[config.mk]
export PLATFORM = sky130hd
export DESIGN_NAME = traffic_phase_controller
export DESIGN_NICKNAME = d
export VERILOG_FILES = /design/src/rtl/traffic_phase_controller.sv
export SDC_FILE = /design/constraint.sdc
export NUM_CORES = 1
export LEC_CHECK = 0
export CORE_MARGIN = 1.5
export CORE_UTILIZATION = 50
export CTS_CLUSTER_DIAMETER = 60
export DETAILED_ROUTE_END_ITERATION = 7
export GPL_TIMING_DRIVEN = 0
export PLACE_DENSITY = 0.76
export SYNTH_ARGS = -nofsm -noshare
export SYNTH_HDL_FRONTEND = slang
export SYNTH_SLANG_ARGS = --single-unit
[constraint.sdc]
create_clock -name clk -period 3.7 [get_ports clk]
set_input_delay 0.74 -clock clk [delete_from_list [all_inputs] [get_ports clk]]
set_output_delay 0.74 -clock clk [all_outputs]
set_load 0.01 [all_outputs]
[src/rtl/traffic_phase_controller.sv]
// Traffic phase controller: one main street, NUM_SIDE side streets and a walk phase,
// with an integrated interval timer and run-time programmable interval registers.
module traffic_phase_controller #(
    parameter int NUM_SIDE = 2,
    parameter int CNT_W    = 4,
    parameter int T_BASE   = 6,
    parameter int T_EXT    = 3,
    parameter int T_YEL    = 2
) (
    input  logic                clk,
    input  logic                reset,
    input  logic                tick,
    input  logic [NUM_SIDE-1:0] traffic_sensor,
    input  logic                walk_req,
    input  logic                reprogram,
    input  logic [1:0]          prog_sel,
    input  logic [CNT_W-1:0]    prog_value,
    output logic                Gm,
    output logic                Ym,
    output logic                Rm,
    output logic [NUM_SIDE-1:0] Gs,
    output logic [NUM_SIDE-1:0] Ys,
    output logic [NUM_SIDE-1:0] Rs,
    output logic                W,
    output logic [2:0]          phase,
    output logic [2:0]          side_idx
);
    typedef enum logic [2:0] {
        MAIN_G1 = 3'd0,
        MAIN_G2 = 3'd1,
        MAIN_Y  = 3'd2,
        SIDE_G  = 3'd3,
        SIDE_Y  = 3'd4,
        WALK    = 3'd5
    } phase_e;

    phase_e              state_q, state_d;
    logic [2:0]          side_q, side_d;
    logic [CNT_W-1:0]    count_q, count_d;
    logic                ext_q, ext_d;
    logic [NUM_SIDE-1:0] pend_q, pend_d, clr_side;
    logic                walk_q, walk_d;
    logic [CNT_W-1:0]    t_base_q, t_ext_q, t_yel_q, base_new;
    logic [7:0]          sensor_w;
    logic                lo_found, nx_found, enter_side, enter_walk;
    logic [2:0]          lo_idx, nx_idx;

    // An interval of 0 behaves as 1: the counter then expires on the first tick.
    function automatic logic [CNT_W-1:0] load_val(input logic [CNT_W-1:0] v);
        return (v == '0) ? '0 : v - CNT_W'(1);
    endfunction

    assign sensor_w = 8'(traffic_sensor);
    assign base_new = (reprogram && prog_sel == 2'd0) ? prog_value : t_base_q;
    assign pend_d   = (pend_q & ~clr_side) | traffic_sensor;
    assign walk_d   = (walk_q & ~enter_walk) | walk_req;

    // NOTE: sequential state uses non-blocking assignments so every register samples pre-edge values.
    always_ff @(posedge clk) begin
        if (!reset) begin
            state_q  <= MAIN_G1;
            side_q   <= '0;
            count_q  <= load_val(CNT_W'(T_BASE));
            ext_q    <= 1'b0;
            pend_q   <= '0;
            walk_q   <= 1'b0;
            t_base_q <= CNT_W'(T_BASE);
            t_ext_q  <= CNT_W'(T_EXT);
            t_yel_q  <= CNT_W'(T_YEL);
        end else begin
            state_q <= state_d;
            side_q  <= side_d;
            count_q <= count_d;
            ext_q   <= ext_d;
            pend_q  <= pend_d;
            walk_q  <= walk_d;
            if (reprogram) begin
                case (prog_sel)
                    2'd0:    t_base_q <= prog_value;
                    2'd1:    t_ext_q  <= prog_value;
                    2'd2:    t_yel_q  <= prog_value;
                    default: ;
                endcase
            end
        end
    end

    // NOTE: every signal driven here gets a default first, so no latch can be inferred.
    always_comb begin
        state_d    = state_q;
        side_d     = side_q;
        count_d    = count_q;
        ext_d      = ext_q;
        enter_side = 1'b0;
        enter_walk = 1'b0;
        lo_found   = 1'b0;
        lo_idx     = '0;
        nx_found   = 1'b0;
        nx_idx     = '0;
        clr_side   = '0;
        // Scan downwards so the last hit is the lowest qualifying index.
        for (int i = NUM_SIDE - 1; i >= 0; i--) begin
            if (pend_q[i]) begin
                lo_found = 1'b1;
                lo_idx   = 3'(i);
            end
            if (pend_q[i] && 3'(i) > side_q) begin
                nx_found = 1'b1;
                nx_idx   = 3'(i);
            end
        end
        if (reprogram) begin
            state_d = MAIN_G1;
            count_d = load_val(base_new);
        end else if (tick) begin
            if (count_q != '0) begin
                count_d = count_q - CNT_W'(1);
            end else begin
                case (state_q)
                    MAIN_G1: begin
                        if ((|pend_q) || walk_q) begin
                            state_d = MAIN_G2;
                            count_d = load_val(t_ext_q);
                        end else begin
                            count_d = load_val(t_base_q);
                        end
                    end
                    MAIN_G2: begin
                        state_d = MAIN_Y;
                        count_d = load_val(t_yel_q);
                    end
                    MAIN_Y: begin
                        if (lo_found) begin
                            state_d    = SIDE_G;
                            side_d     = lo_idx;
                            enter_side = 1'b1;
                        end else begin
                            state_d    = WALK;
                            enter_walk = 1'b1;
                        end
                    end
                    SIDE_G: begin
                        if (!ext_q && sensor_w[side_q]) begin
                            count_d = load_val(t_ext_q);
                            ext_d   = 1'b1;
                        end else begin
                            state_d = SIDE_Y;
                            count_d = load_val(t_yel_q);
                        end
                    end
                    SIDE_Y: begin
                        if (nx_found) begin
                            state_d    = SIDE_G;
                            side_d     = nx_idx;
                            enter_side = 1'b1;
                        end else if (walk_q) begin
                            state_d    = WALK;
                            enter_walk = 1'b1;
                        end else begin
                            state_d = MAIN_G1;
                            count_d = load_val(t_base_q);
                        end
                    end
                    default: begin
                        state_d = MAIN_G1;
                        count_d = load_val(t_base_q);
                    end
                endcase
                if (enter_side) begin
                    count_d = load_val(t_base_q);
                    ext_d   = 1'b0;
                    for (int i = 0; i < NUM_SIDE; i++) begin
                        clr_side[i] = (side_d == 3'(i));
                    end
                end
                if (enter_walk) begin
                    count_d = load_val(t_ext_q);
                end
            end
        end
    end

    always_comb begin
        Gm       = (state_q == MAIN_G1) || (state_q == MAIN_G2);
        Ym       = (state_q == MAIN_Y);
        Rm       = !((state_q == MAIN_G1) || (state_q == MAIN_G2) || (state_q == MAIN_Y));
        W        = (state_q == WALK);
        phase    = state_q;
        side_idx = side_q;
        Gs       = '0;
        Ys       = '0;
        for (int i = 0; i < NUM_SIDE; i++) begin
            Gs[i] = (state_q == SIDE_G) && (side_q == 3'(i));
            Ys[i] = (state_q == SIDE_Y) && (side_q == 3'(i));
        end
        Rs = ~(Gs | Ys);
    end
endmodule

; Word level (Yosys, flattened, before mapping)
; Cells that the tools add are included.
[word_totals]
register_bits = 26
latch_bits = 0
ramBits = 0
rom_bits = 0
output_inout_bits = 16
elab_cells = 136
n_memories = 0
[op_classes]
addsub = 5
n_mul = 0
div = 0
n_lt_le_gt_ge = 3
n_eq_ne = 14
n_shift = 0
n_mux = 60
bitwise = 11
reduce_logical = 34
[ops]
columns = cell, count
row1 = 4-bit 2-to-1 mux, 14
row2 = 3-bit 2-to-1 mux, 12
row3 = 1-bit 2-to-1 mux, 24
row4 = 4-bit case mux with 5 select lines, 1
row5 = "4-bit by 1-bit subtractor with 4-bit output, second input constant", 5
row6 = 4-bit logical NOT, 4
row7 = 3-bit case mux with 5 select lines, 1
row8 = "6-bit inequality test, second input constant", 2
row9 = "3-bit by 1-bit equality test with 1-bit output, second input constant", 3
row10 = 3-bit logical NOT, 3
row11 = 1-bit logical AND, 8
row12 = 2-bit 2-to-1 mux, 4
row13 = 4-bit AND reduction, 2
row14 = "3-bit by 2-bit equality test with 1-bit output, second input constant", 2
row15 = "3-bit equality test, second input constant", 2
row16 = "1-bit by 3-bit > comparator with 1-bit output, first input constant", 2
row17 = 3-bit case mux with 2 select lines, 1
row18 = 2-bit AND reduction, 3
row19 = 2-bit nonzero test, 3
row20 = "5-bit by 2-bit inequality test with 1-bit output, second input constant", 1
row21 = 5-bit AND reduction, 1
row22 = "3-bit by 4-bit < comparator with 1-bit output, second input constant", 1
row23 = "2-bit inequality test, second input constant", 2
row24 = 1-bit inverter, 4
row25 = other kinds (15), 22

; Depth between registers and ports, before layout
[logic_depth]
word_depth = 17
ltp_mapped = 8
mapped_depth_nobuf = 8

; Worst setup path before layout
; OpenSTA, ideal clock, no wires.
[synth_path]
path_type = in2reg
startpoint = input port traffic_sensor[1]
endpoint = register state_q[1], in the netlist phase[1]
setup_ns = 0.123
arrival_ns = 1.953
required_ns = 3.577
slack_ns = 1.624
stages = 7
n_path_buf = 1
path_cell_list = mux2_2 and3_1 clkbuf_1 nor3_1 nor2b_1 a41oi_1 a21oi_1
[synth_via]
elab_chain_len = 5
[synth_rtl]
columns = item, line_no
row1 = start: declaration, 13  ; input logic [NUM_SIDE-1:0] traffic_sensor,
row2 = 1-bit binary-select mux with 3-bit select, 143  ; if (!ext_q && sensor_w[side_q]) begin
row3 = 1-bit 2-to-1 mux (not written as such), 143
row4 = 1-bit logical AND, 143
row5 = 2-bit inequality test (no source line), -
row6 = 4-bit AND reduction (no source line), -
row7 = end signal: assignment, 71  ; state_q <= state_d;
row8 = end: declaration, 37  ; phase_e state_q, state_d;
; No other way between the ends. The select of a mux whose other input is x is not followed.
; A chain may end at the register's enable or synchronous reset.

; Worst setup path after layout
[layout_path]
startpoint = register state_q[2], in the netlist phase[2]
endpoint = output port Rm
[layout_via]
elab_chain_len = 4
word_cells_on_any_way = 6
[layout_rtl]
columns = item, line_no
row1 = 3-bit by 1-bit equality test with 1-bit output / 3-bit logical NOT (equally long branches), 186  ; Rm = !((state_q == MAIN_G1) || (state_q == MAIN_G2) || (state_q == MAIN_Y));
row2 = 1-bit logical OR, 186
row3 = 1-bit logical OR *, 186
row4 = 1-bit logical NOT *, 186
row5 = end: declaration, 20  ; output logic Rm,
; Every way passes the cells marked *; elsewhere a longest branch is shown, timed or not.

==> metrics.txt <==
result of the run finished clean; horizontal extent of the die 62.3 um; Clock Power Share 23.1%; antenna violations before repair 0; count of maximum capacitance violations 0; arrival time of data at the critical path endpoint 2.07 ns; cell area after placement 0.00209 mm^2; number of global-route vias before repair 1710; pin count of the biggest net entering global routing 14; final wirelength 4.57 mm; most instantiated cells after synthesis sky130_fd_sc_hd__nor2_1 (31), sky130_fd_sc_hd__dfxtp_1 (26), sky130_fd_sc_hd__nand2_1 (24); number of instances in the placed design 311; Filler cells 356; RSZ-0062 raised after global routing false; largest buffer count on any clock path 2; total routing resource utilization after global routing 25.3%; number of DRC violations after detailed routing 0; TritonCTS clock tree built; combinational share of power 18.7%; worst slack at placement 0.799 ns; metal1 wirelength 2.16 mm; fraction of the cycle the final worst path needs 76.0%; Slew Limit Fails 0; Net Sw Power 150 uW; mapped cell area 0.00176 mm^2; diodes inserted 0; average wire per standard cell 14.6 um; total setup buffers inserted after CTS 0; static leakage power 0.000780 uW; Vert. Die Dim 62.3 um; Setup TNS 0 ns; clock root buffer master sky130_fd_sc_hd__clkbuf_4; Final Non-Filler Cells 314; worst-case clock skew 0.00847 ns; P per Cell Area 248 mW/mm^2; total congestion overflow after global routing 0; slew at the pin closest to its max-slew limit 0.780 ns; DP Wirelength 3.50 mm; number of optimization iterations in the first detailed-route pass 4; starting DRC count in detailed routing 104; largest area contributor in the netlist sky130_fd_sc_hd__dfxtp_1; min Tclk post-route 2.81 ns; internal power 373 uW; number of core rows 21; count of vias placed by the detailed router 1855; met2 WL 2.06 mm; synthesized instance count 238; clock buffers created by TritonCTS 3; final setup violation count 0; number of storage elements in the synthesis netlist 26; area of the die 0.00388 mm^2; placeable core area 0.00336 mm^2; met3 routed WL 301 um; number of nets in the synthesized netlist 254; area delta synth->final 19.9%; cell area after layout 0.00211 mm^2; kind of capture point of the worst setup path output pin; fraction of synthesized cell area taken by the top area cell type 29.6%; peak supply drop 0.157 mV; top-count cell post-synth sky130_fd_sc_hd__nor2_1; Yosys warning count 0; switching share of power 28.7%; leading post-synthesis cells by cell area sky130_fd_sc_hd__dfxtp_1 (30%), sky130_fd_sc_hd__nor2_1 (6.6%), sky130_fd_sc_hd__mux2i_1 (5.1%); CP Max Fanout 10; worst slew margin relative to its limit 47.9%; number of unique standard cell types used by synthesis 47; via count normalized by instance count 5.91; final weighted congestion of routability-driven global placement 0.954; maximum level of the CTS H-tree 1; maximum achievable frequency 0.355 GHz; number of instances resized during post-cts repair 0; sequential fraction of the synthesis area 29.6%; Detail Route Antenna Nets 0; endpoint required time on the critical path 2.96 ns; Skew-Pair Late Insertion Delay 0.32 ns; layout cells sized above 1 6.34%; quantity of I/O buffers inserted on ports 27; Final Hold Fails 0; startpoint type of the worst setup path flop; Post-CTS Hold Buffers 0; number of nets in the final layout 286; smallest setup slack after layout 0.887 ns; Flop pwr share 58.2%; number of enable flip-flop cells after synthesis 0; per-instance average area after synthesis 7.39 um^2; wire length of the first global-routing pass 8.09 mm; count of clock tree sinks 26; fraction of synthesis flops using an asynchronous set or reset pin 0%; leading register cell type out of synthesis sky130_fd_sc_hd__dfxtp_1; highest routing layer actually used met4; top-level port count 29; clock transition at the registers of the reported paths 0.14 ns; Worst Hold Class flop to flop; Setup Crit Path Kind flop to output pin; Starting Density 52.3%
[worst max-delay path, cell delays in order, from the launching register on]
cell	delay [ns]
sky130_fd_sc_hd__dfxtp_1	0.41
sky130_fd_sc_hd__clkbuf_1	0.33
sky130_fd_sc_hd__nor2_1	0.13
sky130_fd_sc_hd__nand2_1	0.13
sky130_fd_sc_hd__inv_1	0.10
sky130_fd_sc_hd__nor2_1	0.11
sky130_fd_sc_hd__clkdlybuf4s50_1	0.54
[state kept, by name, summed over array words and instances (netlist names)]
register	flops
pend_q	2
phase	3
walk_q	1
t_ext_q	4
count_q	4
ext_q	1
t_base_q	4
t_yel_q	4
side_idx	3
[per-layer routing]
metal	up-vias	GRT usage (%)
met5	-	0
met4	0	7.22
met3	6	3.08
met2	72	40.2
met1	845	36.1
li1	932	-
[logic make-up after synthesis]
group,synth area share (%)
mux,5.76
fa+ha+maj,2.13
xor+xnor,0.498
compound gates,24.0
simple gates,33.6
buf+inv,4.41
flops,29.6
[power groups by stage]
stage / sequential, uW / combinational, uW / clock (uW)
6_report: 305 / 97.9 / 121
5_1_grt: 307 / 111 / 137
4_1_cts: 304 / 97.1 / 125
3_5_place_dp: 311 / 96.4 / 0
3_3_place_gp: 310 / 95.5 / 0
2_1_floorplan: 307 / 63.1 / 0
[worst paths after layout]
kind	from	cells past startpoint	to	slack, ns
max	phase[2]	6	Rm	0.89
min	side_idx[2]	1	side_idx[2]	0.51
max reg2reg	count_q[0]	8	phase[1]	1.58
min reg2reg	side_idx[2]	1	side_idx[2]	0.51
[area by class of cell]
| type | count | area [um^2] | area share, % |
|---|---|---|---|
| Inverter | 10 | 37.5 | 1.78 |
| Sequential cell | 26 | 520 | 24.7 |
| Multi-Input combinational cell | 192 | 1160 | 55.0 |
| Tap cell | 46 | 57.6 | 2.73 |
| Timing Repair Buffer | 27 | 270 | 12.8 |
| Clock buffer | 3 | 22.5 | 1.07 |
| Buffer | 10 | 40.0 | 1.90 |
[per-stage QoR]
step	utilization (%)	hold WS [ns]	power [uW]
floorplan	-	0.481	370
global placement	62.1	0.485	406
detailed placement	62.1	0.486	407
CTS	62.7	0.508	527
global route	62.7	0.534	555
finish	62.7	0.509	524
[layout by cell type (no fill, tap or decap), drive strengths merged, types with 3 or more instances in the layout]
cell type,count
nor2,31
clkdlybuf4s50,27
dfxtp,26
nand2,24
o21ai,15
nor3,13
a21oi,13
nand3,12
nor2b,11
clkbuf,11
inv,10
mux2i,9
and3,5
nor3b,5
or2,3
a21boi,3
o311ai,3
a31oi,3
ha,3
a211oi,3
Note: power is estimated with default switching activity, not from simulation.
